[src/rtl/mips32_pkg.sv]
// ---------------------------------------------------------------------------
// mips32_pkg
// Shared definitions for the mips32 memory-port arbiter slice:
//   - default address/data widths
//   - arbiter FSM state encoding (IDLE/ISSUE/WAIT/RESP)
//   - transaction owner encoding (fetch vs. data)
//   - cnt_width(): width of a counter that must hold 0..max_val
// ---------------------------------------------------------------------------
package mips32_pkg;

  localparam int DEFAULT_AW = 32;
  localparam int DEFAULT_DW = 32;

  // Arbiter FSM states. Plain constants keep the encoding stable for
  // older tools and for anyone probing the state bits in a waveform.
  localparam logic [1:0] S_IDLE  = 2'd0;
  localparam logic [1:0] S_ISSUE = 2'd1;
  localparam logic [1:0] S_WAIT  = 2'd2;
  localparam logic [1:0] S_RESP  = 2'd3;

  // Which requester owns the transaction currently in flight.
  typedef enum logic {
    OWNER_IF = 1'b0,
    OWNER_D  = 1'b1
  } owner_e;

  // Width needed to count 0..max_val; never narrower than one bit so a
  // degenerate parameter value still elaborates.
  function automatic int cnt_width(input int max_val);
    return (max_val < 2) ? 1 : $clog2(max_val + 1);
  endfunction

endpackage

[src/rtl/arb_starve_ctr.sv]
// ---------------------------------------------------------------------------
// arb_starve_ctr
// Counts consecutive data grants made while a fetch request was pending.
// Once the count reaches MAX_D_GRANTS, force_if tells the arbiter to hand
// the next contested grant to the fetch requester.
//
// Ports
//   clk          in   clock, all logic on posedge
//   rst_n        in   synchronous reset, active-low
//   grant_event  in   arbiter is taking an IDLE->ISSUE transition this cycle
//   grant_is_d   in   that grant goes to the data requester
//   if_req       in   fetch request level, sampled with the grant
//   force_if     out  count is saturated: fetch must win the next contest
// ---------------------------------------------------------------------------
module arb_starve_ctr
  import mips32_pkg::*;
#(
  parameter int MAX_D_GRANTS = 4
) (
  input  logic clk,
  input  logic rst_n,
  input  logic grant_event,
  input  logic grant_is_d,
  input  logic if_req,
  output logic force_if
);

  localparam int             CW      = cnt_width(MAX_D_GRANTS);
  localparam logic [CW-1:0]  CNT_MAX = CW'(MAX_D_GRANTS);

  logic [CW-1:0] starve_cnt;

  // Only grants move the counter. A data grant while fetch waits extends
  // the run (saturating); a fetch grant, or a data grant with no fetch
  // pending, means fetch is not being starved, so the run restarts.
  always_ff @(posedge clk) begin
    if (!rst_n) begin
      starve_cnt <= '0;
    end else if (grant_event) begin
      if (grant_is_d && if_req) begin
        if (starve_cnt != CNT_MAX) begin
          starve_cnt <= starve_cnt + CW'(1);
        end
      end else begin
        starve_cnt <= '0;
      end
    end
  end

  assign force_if = (starve_cnt == CNT_MAX);

endmodule

[src/rtl/mem_port_arbiter.sv]
// ---------------------------------------------------------------------------
// mem_port_arbiter
// Shares one single-port synchronous, word-addressed memory between the
// instruction-fetch path and the load/store path of the mips32 core.
// One transaction is in flight at a time. Data requests win contested
// arbitration unless the fetch side has been passed over MAX_D_GRANTS
// times in a row. Every output is a register.
//
// Transaction timeline (cycle 0 = IDLE cycle in which req is sampled):
//   cycle 1            ISSUE: mem_en (and mem_we for stores)
//   cycles 2..1+LAT    WAIT (loads only): rdata captured in the last one
//   cycle 2 / 2+LAT    RESP: owner ack pulse (store / load)
//   next cycle         IDLE again, req sampled afresh
//
// Ports
//   clk        in   clock, all logic on posedge
//   rst_n      in   synchronous reset, active-low
//   if_req     in   fetch request, held with if_addr until if_ack
//   if_addr    in   fetch word address
//   if_ack     out  1-cycle completion pulse, if_rdata valid
//   if_rdata   out  fetched word (holds until the next fetch completes)
//   d_req      in   data request, held with d_we/d_addr/d_wdata until d_ack
//   d_we       in   1 = store, 0 = load
//   d_addr     in   data word address
//   d_wdata    in   store data
//   d_ack      out  1-cycle completion pulse, d_rdata valid for loads
//   d_rdata    out  load data (holds until the next load completes)
//   mem_en     out  memory strobe, one cycle per transaction
//   mem_we     out  memory write enable, only ever high with mem_en
//   mem_addr   out  memory address, held until the next transaction
//   mem_wdata  out  memory write data, held until the next store
//   mem_rdata  in   memory read data, valid MEM_LAT cycles after mem_en
//   busy       out  FSM is not in IDLE
// ---------------------------------------------------------------------------
module mem_port_arbiter
  import mips32_pkg::*;
#(
  parameter int AW           = DEFAULT_AW,
  parameter int DW           = DEFAULT_DW,
  parameter int MEM_LAT      = 1,
  parameter int MAX_D_GRANTS = 4
) (
  input  logic          clk,
  input  logic          rst_n,
  input  logic          if_req,
  input  logic [AW-1:0] if_addr,
  output logic          if_ack,
  output logic [DW-1:0] if_rdata,
  input  logic          d_req,
  input  logic          d_we,
  input  logic [AW-1:0] d_addr,
  input  logic [DW-1:0] d_wdata,
  output logic          d_ack,
  output logic [DW-1:0] d_rdata,
  output logic          mem_en,
  output logic          mem_we,
  output logic [AW-1:0] mem_addr,
  output logic [DW-1:0] mem_wdata,
  input  logic [DW-1:0] mem_rdata,
  output logic          busy
);

  localparam int LW = cnt_width(MEM_LAT);

  logic [1:0]    state;
  logic [1:0]    state_next;
  owner_e        owner;
  logic          op_we;
  logic [LW-1:0] lat_cnt;

  logic          grant_event;
  logic          grant_is_d;
  logic          force_if;
  logic          rdata_capture;

  // -------------------------------------------------------------------------
  // Arbitration. Requests are looked at only in IDLE; anything raised while
  // a transaction is in flight is simply held by the requester's handshake.
  // -------------------------------------------------------------------------
  assign grant_event = (state == S_IDLE) && (if_req || d_req);

  // Data wins by default; fetch wins a contest only when starved, and a
  // lone fetch request is granted because d_req is low.
  assign grant_is_d  = d_req && !(if_req && force_if);

  arb_starve_ctr #(
    .MAX_D_GRANTS (MAX_D_GRANTS)
  ) u_starve_ctr (
    .clk         (clk),
    .rst_n       (rst_n),
    .grant_event (grant_event),
    .grant_is_d  (grant_is_d),
    .if_req      (if_req),
    .force_if    (force_if)
  );

  // Last WAIT cycle: this is the cycle mem_rdata is valid for the load.
  assign rdata_capture = (state == S_WAIT) && (lat_cnt == LW'(1));

  // -------------------------------------------------------------------------
  // Next-state logic
  // -------------------------------------------------------------------------
  always_comb begin
    // NOTE: assigning a default before the case means every path drives
    // state_next, so no latch is inferred.
    state_next = state;
    case (state)
      S_IDLE:  if (grant_event)   state_next = S_ISSUE;
      S_ISSUE: state_next = op_we ? S_RESP : S_WAIT;
      S_WAIT:  if (rdata_capture) state_next = S_RESP;
      S_RESP:  state_next = S_IDLE;
      default: state_next = S_IDLE;
    endcase
  end

  // -------------------------------------------------------------------------
  // State, payload and registered outputs
  // -------------------------------------------------------------------------
  always_ff @(posedge clk) begin
    // NOTE: non-blocking assignments here, so every register in this block
    // updates from pre-edge values regardless of statement order.
    if (!rst_n) begin
      // A transaction in flight is abandoned without an ack; its requester
      // is still holding req and gets served again from IDLE.
      state     <= S_IDLE;
      owner     <= OWNER_IF;
      op_we     <= 1'b0;
      lat_cnt   <= '0;
      busy      <= 1'b0;
      mem_en    <= 1'b0;
      mem_we    <= 1'b0;
      mem_addr  <= '0;
      mem_wdata <= '0;
      if_ack    <= 1'b0;
      d_ack     <= 1'b0;
      if_rdata  <= '0;
      d_rdata   <= '0;
    end else begin
      state <= state_next;
      busy  <= (state_next != S_IDLE);

      // ISSUE is entered only from a grant, so the strobe is the grant
      // delayed by one cycle and lasts exactly the ISSUE cycle.
      mem_en <= grant_event;
      mem_we <= grant_event && grant_is_d && d_we;

      // RESP is entered only from ISSUE/WAIT, where owner is already valid.
      if_ack <= (state_next == S_RESP) && (owner == OWNER_IF);
      d_ack  <= (state_next == S_RESP) && (owner == OWNER_D);

      // Latch the winner's payload. mem_addr/mem_wdata double as the
      // payload registers, which gives the hold-until-next-ISSUE behaviour
      // for free. Fetches carry no write data, so mem_wdata keeps the
      // last store's value rather than toggling.
      if (grant_event) begin
        owner    <= grant_is_d ? OWNER_D : OWNER_IF;
        op_we    <= grant_is_d && d_we;
        mem_addr <= grant_is_d ? d_addr : if_addr;
        if (grant_is_d) begin
          mem_wdata <= d_wdata;
        end
      end

      // Load latency: armed in ISSUE, counted down through WAIT.
      if (state == S_ISSUE) begin
        lat_cnt <= LW'(MEM_LAT);
      end else if (state == S_WAIT) begin
        lat_cnt <= lat_cnt - LW'(1);
      end

      // Only the owner's read-data register is written.
      if (rdata_capture) begin
        if (owner == OWNER_D) begin
          d_rdata <= mem_rdata;
        end else begin
          if_rdata <= mem_rdata;
        end
      end
    end
  end

endmodule

[config.mk]
export PLATFORM = sky130hd
export DESIGN_NAME = mem_port_arbiter
export DESIGN_NICKNAME = d
export VERILOG_FILES = /design/src/rtl/mips32_pkg.sv /design/src/rtl/arb_starve_ctr.sv /design/src/rtl/mem_port_arbiter.sv
export SDC_FILE = /design/constraint.sdc
export NUM_CORES = 1
export LEC_CHECK = 0
export CAP_MARGIN = 20
export CORE_AREA = 5 5 100 149
export CTS_BUF_LIST = sky130_fd_sc_hd__clkbuf_8
export DETAILED_ROUTE_END_ITERATION = 16
export DIE_AREA = 0 0 105 154
export GPL_TIMING_DRIVEN = 1
export PLACE_DENSITY = 0.77
export SYNTH_ARGS = -nofsm -noshare
export SYNTH_HDL_FRONTEND = slang
export SYNTH_HIERARCHICAL = 1
export SYNTH_SLANG_ARGS = --single-unit
[constraint.sdc]
create_clock -name clk -period 2.35 [get_ports clk]
set_clock_uncertainty 0.15 [all_clocks]
set_input_delay 0.47 -clock clk [delete_from_list [all_inputs] [get_ports clk]]
set_output_delay 0.47 -clock clk [all_outputs]
set_load 0.01 [all_outputs]
# Yosys cells after proc, flatten, opt, wreduce, memory -nomap -nowiden
# Index checks and enable logic that the tools add are counted.
# Widths: inputs -> output; s select.
# word_totals
elab_cells	53
ff_bits	141
output_inout_bits	133
ram_bits	0
latchBits	0
mem_bits_ro	0
mem_count	0
inputBits	133
# classes
eq_ne	7
add_sub_neg	2
order_cmp	0
muxes	10
multipliers	0
shift	0
div_mod_pow	0
reduce_logical	19
n_bitwise	1
# ops
op	count
$mux 32	1
$logic_and 1x1->1	10
$pmux 2 s4	1
$reduce_and 2->1	4
$eq 2x2->1 const B	3
$mux 3	2
$mux 1	4
$mux 2	2
$reduce_bool 2->1	2
$add 3x1->3 const B	1
$eq 3x3->1 const B	1
$ne 3x3->1 const B	1
$eq 2x1->1 const B	1
$logic_not 2->1	1
$ne 2x2->1 const B	1
$logic_not 1->1	1
$logic_or 1x1->1	1
$not 1->1	1
$sub 1x1->1 const B	1

# Longest topological paths before layout
# logic_depth
word_depth	7
depth_mapped	11
depth_no_buf	9

# Modules after synthesis
# The synthesis kept the hierarchy.
# by_module_without_submodules
module	seq_area_each_um2	n_inst	cells_per_inst	area_each_um2
mem_port_arbiter	2762.6	1	634	5370.2
arb_starve_ctr	60.1	1	22	172.7

# Worst setup path before layout
# No wires, ideal clock.
# synth_path
path_type	reg-to-reg
startpoint	register u_starve_ctr.starve_cnt[0]
endpoint	register mem_wdata[10]
stages_incl_launch_ff	12
period_less_slack_ps	1847
path_buffers	3
setup_slack_ps	503
t_required_ps	2128
arrival_time_ps	1626
setup_time_ps	72
path_cell_list	dfxtp_1 -> inv_1 -> ha_1 -> nand2_1 -> inv_1 -> a21bo_1 -> buf_6 -> inv_6 -> and2_4 -> buf_6 -> buf_12 -> mux2i_1
# synth_via
elab_chain_len	5
# synth_lines
element	line_no	source
start, declared	arb_starve_ctr.sv:31	logic [CW-1:0] starve_cnt;
start signal, assigned	arb_starve_ctr.sv:42	starve_cnt <= starve_cnt + CW'(1);
$eq 3x3->1	arb_starve_ctr.sv:50	assign force_if = (starve_cnt == CNT_MAX);
via force_if	mem_port_arbiter.sv:73	logic force_if;
$logic_and 1x1->1	mem_port_arbiter.sv:84	assign grant_is_d = d_req && !(if_req && force_if);
$logic_not 1->1	mem_port_arbiter.sv:84	
$logic_and 1x1->1	mem_port_arbiter.sv:84	
$reduce_and 2->1 (no line)	-	
end signal, assigned	mem_port_arbiter.sv:160	mem_wdata <= d_wdata;
end, declared	mem_port_arbiter.sv:58	output logic [DW-1:0] mem_wdata,
# The timed path passes the listed nets, and every way through them passes these cells.
# A chain may end at the register's enable or synchronous reset.

# Worst setup path after layout
# layout_path
startpoint	register if_rdata[27]
endpoint	output if_rdata[27]
# layout_lines
element	line_no	source
start, declared	mem_port_arbiter.sv:48	output logic [DW-1:0] if_rdata,
start signal, assigned	mem_port_arbiter.sv:176	if_rdata <= mem_rdata;
# No word-level cell between the ends.

==> out/qor.yml <==
status: "finished clean"
cp_max_fo: 2
finalHoldViolations: 0
maxCapViolCount: 0
synth.avg_cell_area_um2: 8.449
port_buffers: 265
start_kind: "flop"
rows: 52
ant_nets: 0
io-pin-count: 266
place_ws_ns: 0.2039
clkTransAtPathRegs_ns: 0.07
worstHoldPathType: "flop to flop"
cts_post_setup_buffers_inserted: 0
firstDrtPassIters: 4
routed_wl_mm: 16.58
path_delay_family: "buffers and inverters"
syn_to_final_growth_pct: 57.56
cts_max_level: 4
worstSetupEndpointType: "primary output"
cp_slowest_cell: "clkdlybuf4s50_1"
post-route-period-util_pct: 83.48
diodes: 0
ys_warn_count: 6
fin_tns_setup_ns: 0
ys_types: 30
worst_pin_slew_ns: 0.3912
antenna_found_initial: 0
wire_per_inst_um: 15.35
synth_area_leaders: "dfxtp_1 (51%), nand2_1 (16%), a21boi_0 (8.7%)"
critical_path_class: "flop to primary output"
final_cell_mix: "clkdlybuf4s50_1 (264), nand2_1 (230), dfxtp_1 (141)"
post-synth-top-area-cell: "dfxtp_1"
viasPerCell: 4.845
required_ns: 1.73
arrival_ns: 1.34
ctsResizeCount: 0
root_buffer: "clkbuf_8"
cp.buffers_inverters: 1
leakage_nw: 3.220
die-area_mm2: 0.01617
drc: 0
core-area_mm2: 0.01340
dieHeight_um: 154
final_util_pct: 65.16
vdd_ir_drop_max_uv: 432.3
rsz0062_at_grt: "no"
cts-buffers-inserted: 17
grt_first_pass_wirelength_mm: 25.88
crit_chain: "clkdlybuf4s50_1"
setup_violations: 0
drv_slew: 0
grt_max_degree: 79
layout-drive-gt1-share_pct: 5.447
cts_hold_buffers: 0
synth_area_mm2: 0.005543
overflow: 0
max_stage_delay_ns: 0.59
slew_headroom_pct: 73.92
drtIter0Drc: 149
grt_pass1_vias: 5141
synth_seq_area_share_pct: 50.93
power.density_mw_per_mm2: 780.8
clock_path_buffers: 2
synth_top_area_share_pct: 50.93
layout_commonest_cell: "clkdlybuf4s50_1"
hpwl_mm: 11.99
grt_usage_pct: 19.56
via_count: 5233
layout.nets: 1044
cts_tree: "done"
worst_hold_slack_ns: 0.3057
dieWidth_um: 105
start_util_pct: 41.36
clk-insertion-delay-late_ns: 0.42
max_freq_mhz: 509.8
power_mw: 6.819
synthCells: 656
min_period_ns: 1.962
yosys_register_bits: 141
synth_fp_nets: 794
place.gp.congestion: 0.8085
clkSinkCount: 141
timing.final.ws_setup_ns: 0.3883
## Yosys cell counts
cell type and instances:
a21oi_1 65, mux2i_1 32, and3_1 3, o21a_1 2
clkbuf_1 33, nand2_1 230, dfxtp_1 141, o21ai_0 34
o21ai_1 1, a31oi_1 1, and2_4 1, nand4_1 1
inv_1 7, a21boi_0 64, ha_1 5, a21bo_1 1
inv_6 1, o21ai_2 1, o22ai_1 2, nand3_1 1
o211ai_1 1, a22oi_1 2, nor2b_1 2, buf_2 11
a32oi_1 1, and2_1 3, and3b_1 4, buf_6 2
buf_12 3, nand3b_1 1
## logic make-up (layout without fill, tap and decap cells)
| group | Yosys count | in the layout | share of synthesized area (%) |
|---|---|---|---|
| muxes | 32 | 32 | 5.779 |
| and+or+nand+nor | 246 | 246 | 17.61 |
| AOI/OAI and AO/OA | 175 | 175 | 19.21 |
| adders and majority gates | 5 | 5 | 1.129 |
| DFF | 141 | 141 | 50.93 |
| buffers and inverters | 57 | 319 | 5.350 |
## layer usage
metal  share of wire, %  wire length [um]  track usage [%]  up-vias
met4                3.9               653            9.933        0
met1                 38              6230            20.63     2345
met2                 52              8584            34.38      188
met5                  0                 0                0        -
met3                6.7              1114            6.418       38
li1                   -                 -                -     2662
## sequential cells by signal, summed over array words and instances, names as in the netlist
name and flops:
busy 1, lat_cnt 1, mem_we 1, mem_addr 32, mem_en 1, owner 1
d_ack 1, state 2, op_we 1, if_ack 1, if_rdata 32, d_rdata 32
mem_wdata 32, u_starve_ctr/starve_cnt 3
## worst paths after layout
kind                                   start             to  slack, ns  depth (start not counted)
hold reg to reg                 mem_wdata[9]   mem_wdata[9]       0.31                          2
setup reg to reg  u_starve_ctr/starve_cnt[0]  mem_wdata[24]       0.44                          9
hold / removal                  mem_wdata[9]   mem_wdata[9]       0.31                          2
setup / recovery                if_rdata[27]   if_rdata[27]       0.39                          1
## power breakdown
| part | internal [mW] | switching [mW] | total [mW] |
|---|---|---|---|
| combinational | 1.08 | 0.926 | 2.01 |
| sequential | 2.71 | 0.162 | 2.87 |
| clock | 1.00 | 0.937 | 1.94 |
| total | 4.79 | 2.02 | 6.82 |
## metrics by stage
step | std cells | instance area, um^2
2_1_floorplan | 656 | 5543
3_3_place_gp | 1049 | 8334
3_5_place_dp | 1049 | 8334
4_1_cts | 1080 | 8733
5_1_grt | 1080 | 8733
6_report | 1080 | 8733
## area by class of cell
type / count / area [um^2]
fill: 1178 / 4669
timing repair buffer: 280 / 2850
sequential: 141 / 2823
multi-input combinational: 458 / 2424
clock buffer: 19 / 261.5
tap: 162 / 202.7
clock inverter: 12 / 137.6
inverter: 8 / 35.03
Power figures use the tool's default switching activity.
==> patch 1, RTL diff (config.mk and constraints unchanged) <==
`MAX_D_GRANTS` is set to 4 in 2 places; all go to 5.
--- a/src/rtl/arb_starve_ctr.sv
+++ b/src/rtl/arb_starve_ctr.sv
@@ -15,7 +15,7 @@
 module arb_starve_ctr
   import mips32_pkg::*;
 #(
-  parameter int MAX_D_GRANTS = 4
+  parameter int MAX_D_GRANTS = 5
 ) (
   input  logic clk,
   input  logic rst_n,
--- a/src/rtl/mem_port_arbiter.sv
+++ b/src/rtl/mem_port_arbiter.sv
@@ -38,7 +38,7 @@
   parameter int AW           = DEFAULT_AW,
   parameter int DW           = DEFAULT_DW,
   parameter int MEM_LAT      = 1,
-  parameter int MAX_D_GRANTS = 4
+  parameter int MAX_D_GRANTS = 5
 ) (
   input  logic          clk,
   input  logic          rst_n,
Function: no difference found for any inputs over 10 cycles, from zero or initial values and one cycle with rst_n low; that may be too few to reach the edited logic, so the function may still have changed.
==> patch 1 against the original RTL <==
- critical path type unchanged
- synthesized cell count decreased by 0.15%
- via count increased by 0.73%
- power increased by 0.66%
- worst setup slack got worse by 2.4 ps
- design area about the same
- critical endpoint is now mem_addr[5]
- clock power increased by 3%
- area after synthesis increased by 0.20%
- sequential cell count unchanged
- highest routed layer unchanged
- largest cell class unchanged
- wire length increased by 0.12%
- global-route usage increased by 0.37 points
- non-clock buffer count increased by 5
- count of clock-buffer cells in the layout decreased by 2
==> patch 1: results (changes against the original RTL) <==
stage;metric;value;unit;change
critical_path;r2r-start;u_starve_ctr/starve_cnt[1];;
hold_path;holdCritPathClass;in2reg;;
hold_path;min_from;rst_n;;
synth;ys_seq_area_share;50.8;%;-0.10 points
status;outcome;finished clean;;
placement;post-place-ws;203;ps;-0.694 ps
pwr;power.total;6.86;mW;+0.66%
timing;fin_crit_sh;83.6;%;+0.10 points
synth;synth_cell_type_count;33;;+10%
route;wl_met3;1210;um;+8.3%
route;via_per_inst;4.86;;+0.26%
global_routing;gr-usage-met3;7.42;%;+1.0 points
finish;nNetsFinal;1048;;+0.38%
route;wl_met1;6240;um;+0.11%
finish;final_util;65.2;%;about the same
placement;gp_congestion;0.795;;-1.7%
pwr;pwr-share-comb;29.0;%;-0.5 points
finish;fill_cells;1127;;-4.3%
critical_path;max_stage_delay;570;ps;-20 ps
critical_path;startpoint;mem_addr[5];;
route;wl_per_cell;15.3;um;-0.34%
synth;avgSynthCellArea;8.48;um^2;+0.36%
route;vias;5271;;+0.73%
placement;place_inst;1053;;+0.38%
global_routing;grt_pass1_vias;5133;;-0.16%
global_routing;grt_max_degree;40;;-49%
timing;max_slew.worst_pin.slew;375;ps;-16.3 ps
pwr;ir_drop;470;uV;+8.6%
synth;synth_nets;793;;-0.13%
critical_path;r2r-end;mem_wdata[5];;
global_routing;met2_usage;36.3;%;+1.9 points
pwr;power.internal;4.83;mW;+0.68%
critical_path;reg2reg_slack;460;ps;+20 ps
==> patch 1: cell types whose count changed after synthesis, sizes merged <==
cell    delta
o32ai      +1
nand2      -1
o21ai      -1
or2b       +1
o22ai      -1
o21bai     +1
a211oi     +1
and3b      -2
==> patch 1: cell families (layout without fill, tap and decap cells) <==
| group | after synthesis | in the layout | share of synthesized area [%] |
|---|---|---|---|
| multiplexers | 32 | 32 | 5.77 |
| buffers and inverters | 57 | 325 | 5.34 |
| AO/OA/AOI/OAI | 176 | 176 | 19.6 |
| AND/OR/NAND/NOR | 244 | 244 | 17.3 |
| flip-flops | 141 | 141 | 50.8 |
| adder cells (fa/ha/maj) | 5 | 5 | 1.13 |
==> patch 1: layout make-up <==
cell class                      instances  area share (%)
Timing Repair Buffer                  285            32.5
Sequential cell                       141            32.3
Multi-Input combinational cell        457            27.9
Clock buffer                           17            2.68
Tap cell                              162            2.32
Clock inverter                         15            1.96
Inverter                                8           0.401
==> patch 2, RTL diff (same settings) <==
Made on the original files. Reset style: asynchronous (`rst_n`), changed in 2 clocked blocks. Comments in the files are not updated.
--- a/src/rtl/arb_starve_ctr.sv
+++ b/src/rtl/arb_starve_ctr.sv
@@ -33,7 +33,7 @@
   // Only grants move the counter. A data grant while fetch waits extends
   // the run (saturating); a fetch grant, or a data grant with no fetch
   // pending, means fetch is not being starved, so the run restarts.
-  always_ff @(posedge clk) begin
+  always_ff @(posedge clk or negedge rst_n) begin
     if (!rst_n) begin
       starve_cnt <= '0;
     end else if (grant_event) begin
--- a/src/rtl/mem_port_arbiter.sv
+++ b/src/rtl/mem_port_arbiter.sv
@@ -116,7 +116,7 @@
   // -------------------------------------------------------------------------
   // State, payload and registered outputs
   // -------------------------------------------------------------------------
-  always_ff @(posedge clk) begin
+  always_ff @(posedge clk or negedge rst_n) begin
     // NOTE: non-blocking assignments here, so every register in this block
     // updates from pre-edge values regardless of statement order.
     if (!rst_n) begin
Check against the original RTL: differs if rst_n is asserted again (counterexample within 4 cycles, from zero or initial values and one cycle with rst_n low); with rst_n held inactive, the same outputs for 10 cycles.
==> patch 2 against the original RTL <==
- sequential cell count stayed put
- utilization increased by 1.9 points
- synthesized cell count shrank 34%
- wire length shrank 5.7%
- sequential share of layout area up 6.9 points
- worst setup slack worse by 150 ps
- design area increased by 3.0%
- maximum frequency is 7.1% lower
- register-to-register slack got worse by 200 ps
- area after synthesis rose by 2.7%
- critical path type is now reg2reg
Power is not compared: it rests on default switching activity, and its combinational part moved more than twofold at a synthesized area within 25%.
==> patch 2: results (changes against the original RTL) <==
stage;metric;value;unit;change
status;outcome;finished clean;;
global_routing;grt_pass1_wl;25000;um;-3.4%
finish;fin_cells;880;;-19%
placement;io_buffer_count;265;;unchanged
hold_path;holdCritPathClass;in2async;;
cts;clock-root-buffer;clkbuf_8;;
timing;max_slew.worst_pin.slew;438;ps;+46.6 ps
synth;ys_seq_area_share;62.0;%;+11 points
finish;seq_area;3530;um^2;+25%
route;wl_met2;8500;um;-0.99%
critical_path;worstPathArrival;2300;ps;+960 ps
pwr;ir_drop;593;uV;
global_routing;grt_max_degree;47;;-41%
global_routing;grt_pass1_vias;4858;;-5.5%
synth;synth_cells;430;;-34%
finish;multi_input_gates;258;;-44%
finish;layout-drive-gt1-share;20.9;%;+15 points
finish;clock_buffers;18;;-1
critical_path;worstPathMaxFanout;19;;+17
finish;fill_cells;1035;;-12%
finish;nonClkBufAreaFrac;31.1;%;-1.5 points
finish;signal_buffers;279;;-0.36%
cts;cts_hold_buf;1;;+1
finish;clk_share;4.80;%;+0.23 points
route;vias;4354;;-17%
synth;ys_top_cells_by_area;dfrtp_1 62%, mux2_2 13%, mux2_4 7.7%;;
synth;synth_cell_type_count;25;;-17%
route;wl_met3;1100;um;-0.99%
finish;nNetsFinal;843;;-19%
synth;synth_warnings;6;;unchanged
cts;cts_resized;0;;unchanged
route;firstDrtPassIters;4;;unchanged
synth;synthTopCellsByCount;141 x dfrtp_1, 68 x mux2_2, 67 x nand2_1;;
global_routing;grt_usage;19.3;%;-0.30 points
placement;place_inst;847;;-19%
synth;ys_async_sr_fraction;100;%;+100 points
cts;cts_buffer_depth;2;;unchanged
global_routing;antenna_found_initial;0;;unchanged
finish;nFlopsAndLatches;141;;unchanged
placement;dpl_cell_area;8550;um^2;+2.6%
placement;dp_hpwl;12200;um;+1.6%
finish;multi_input_area;2000;um^2;-18%
route;wl_met1;5640;um;-9.6%
critical_path;max_stage_delay;390;ps;-200 ps
synth;synth_nets;568;;-28%
placement;gp_congestion;0.807;;-0.16%
critical_path;worst_path_max_delay_cell;dfrtp_1;;
route;wirelength;15600;um;-5.7%
placement;post-place-ws;12.1;ps;-192 ps
route;drt-initial-drc-count;94;;-37%
cts;clk_pin_slew_worst_paths;80;ps;
-- patch 2: cell types whose count changed after synthesis, sizes merged, moves of 36 or more --
cell	unedited run	this run
nand2	230	69
dfrtp	0	141
dfxtp	141	0
mux2	0	97
a21boi	64	0
a21oi	65	3
nor2	0	36
-- patch 2: metrics by stage --
| stage | hold WS [ps] | power, mW |
|---|---|---|
| after detailed placement | 227 | 10.2 |
| final | 352 | 12.1 |
| after global routing | 354 | 12.9 |
| after CTS | 322 | 12.3 |
| after global placement | 221 | 9.97 |
| after floorplan | 24.4 | 6.96 |
-- patch 2: path summary, 6_finish.rpt --
path | from | to | slack, ps | depth (start not counted)
worst min register to register | if_rdata[13] | if_rdata[13] | 360 | 1
min in group clk | if_rdata[13] | if_rdata[13] | 360 | 1
worst max register to register | u_starve_ctr/starve_cnt[0] | mem_addr[29] | 240 | 10
worst min-delay path | rst_n | d_rdata[1] | 350 | 2
max in group asynchronous | rst_n | if_rdata[23] | 1100 | 3
worst max-delay path | u_starve_ctr/starve_cnt[0] | mem_addr[29] | 240 | 10
-- patch 2: layer usage --
layer,up-vias,GRT usage [%]
li1,2027,-
met1,2116,20.6
met2,184,35.0
met3,27,5.79
met4,0,7.56
met5,-,0
-- patch 2: power by group through the flow --
stage	registers [mW]	logic, mW	clock network (mW)
after global placement	4.32	5.64	0
final	4.34	5.74	2.06
after CTS	4.35	5.85	2.13
after floorplan	4.84	2.12	0
after global routing	4.50	6.14	2.22
after detailed placement	4.39	5.84	0
-- patch 2: cells by family after synthesis --
group                    share of synthesized area (%)
flip-flops                                        62.0
AND/OR/NAND/NOR                                   7.91
multiplexers                                      21.1
AO/OA/AOI/OAI                                     4.95
buffers and inverters                             2.95
adder cells (fa/ha/maj)                           1.10
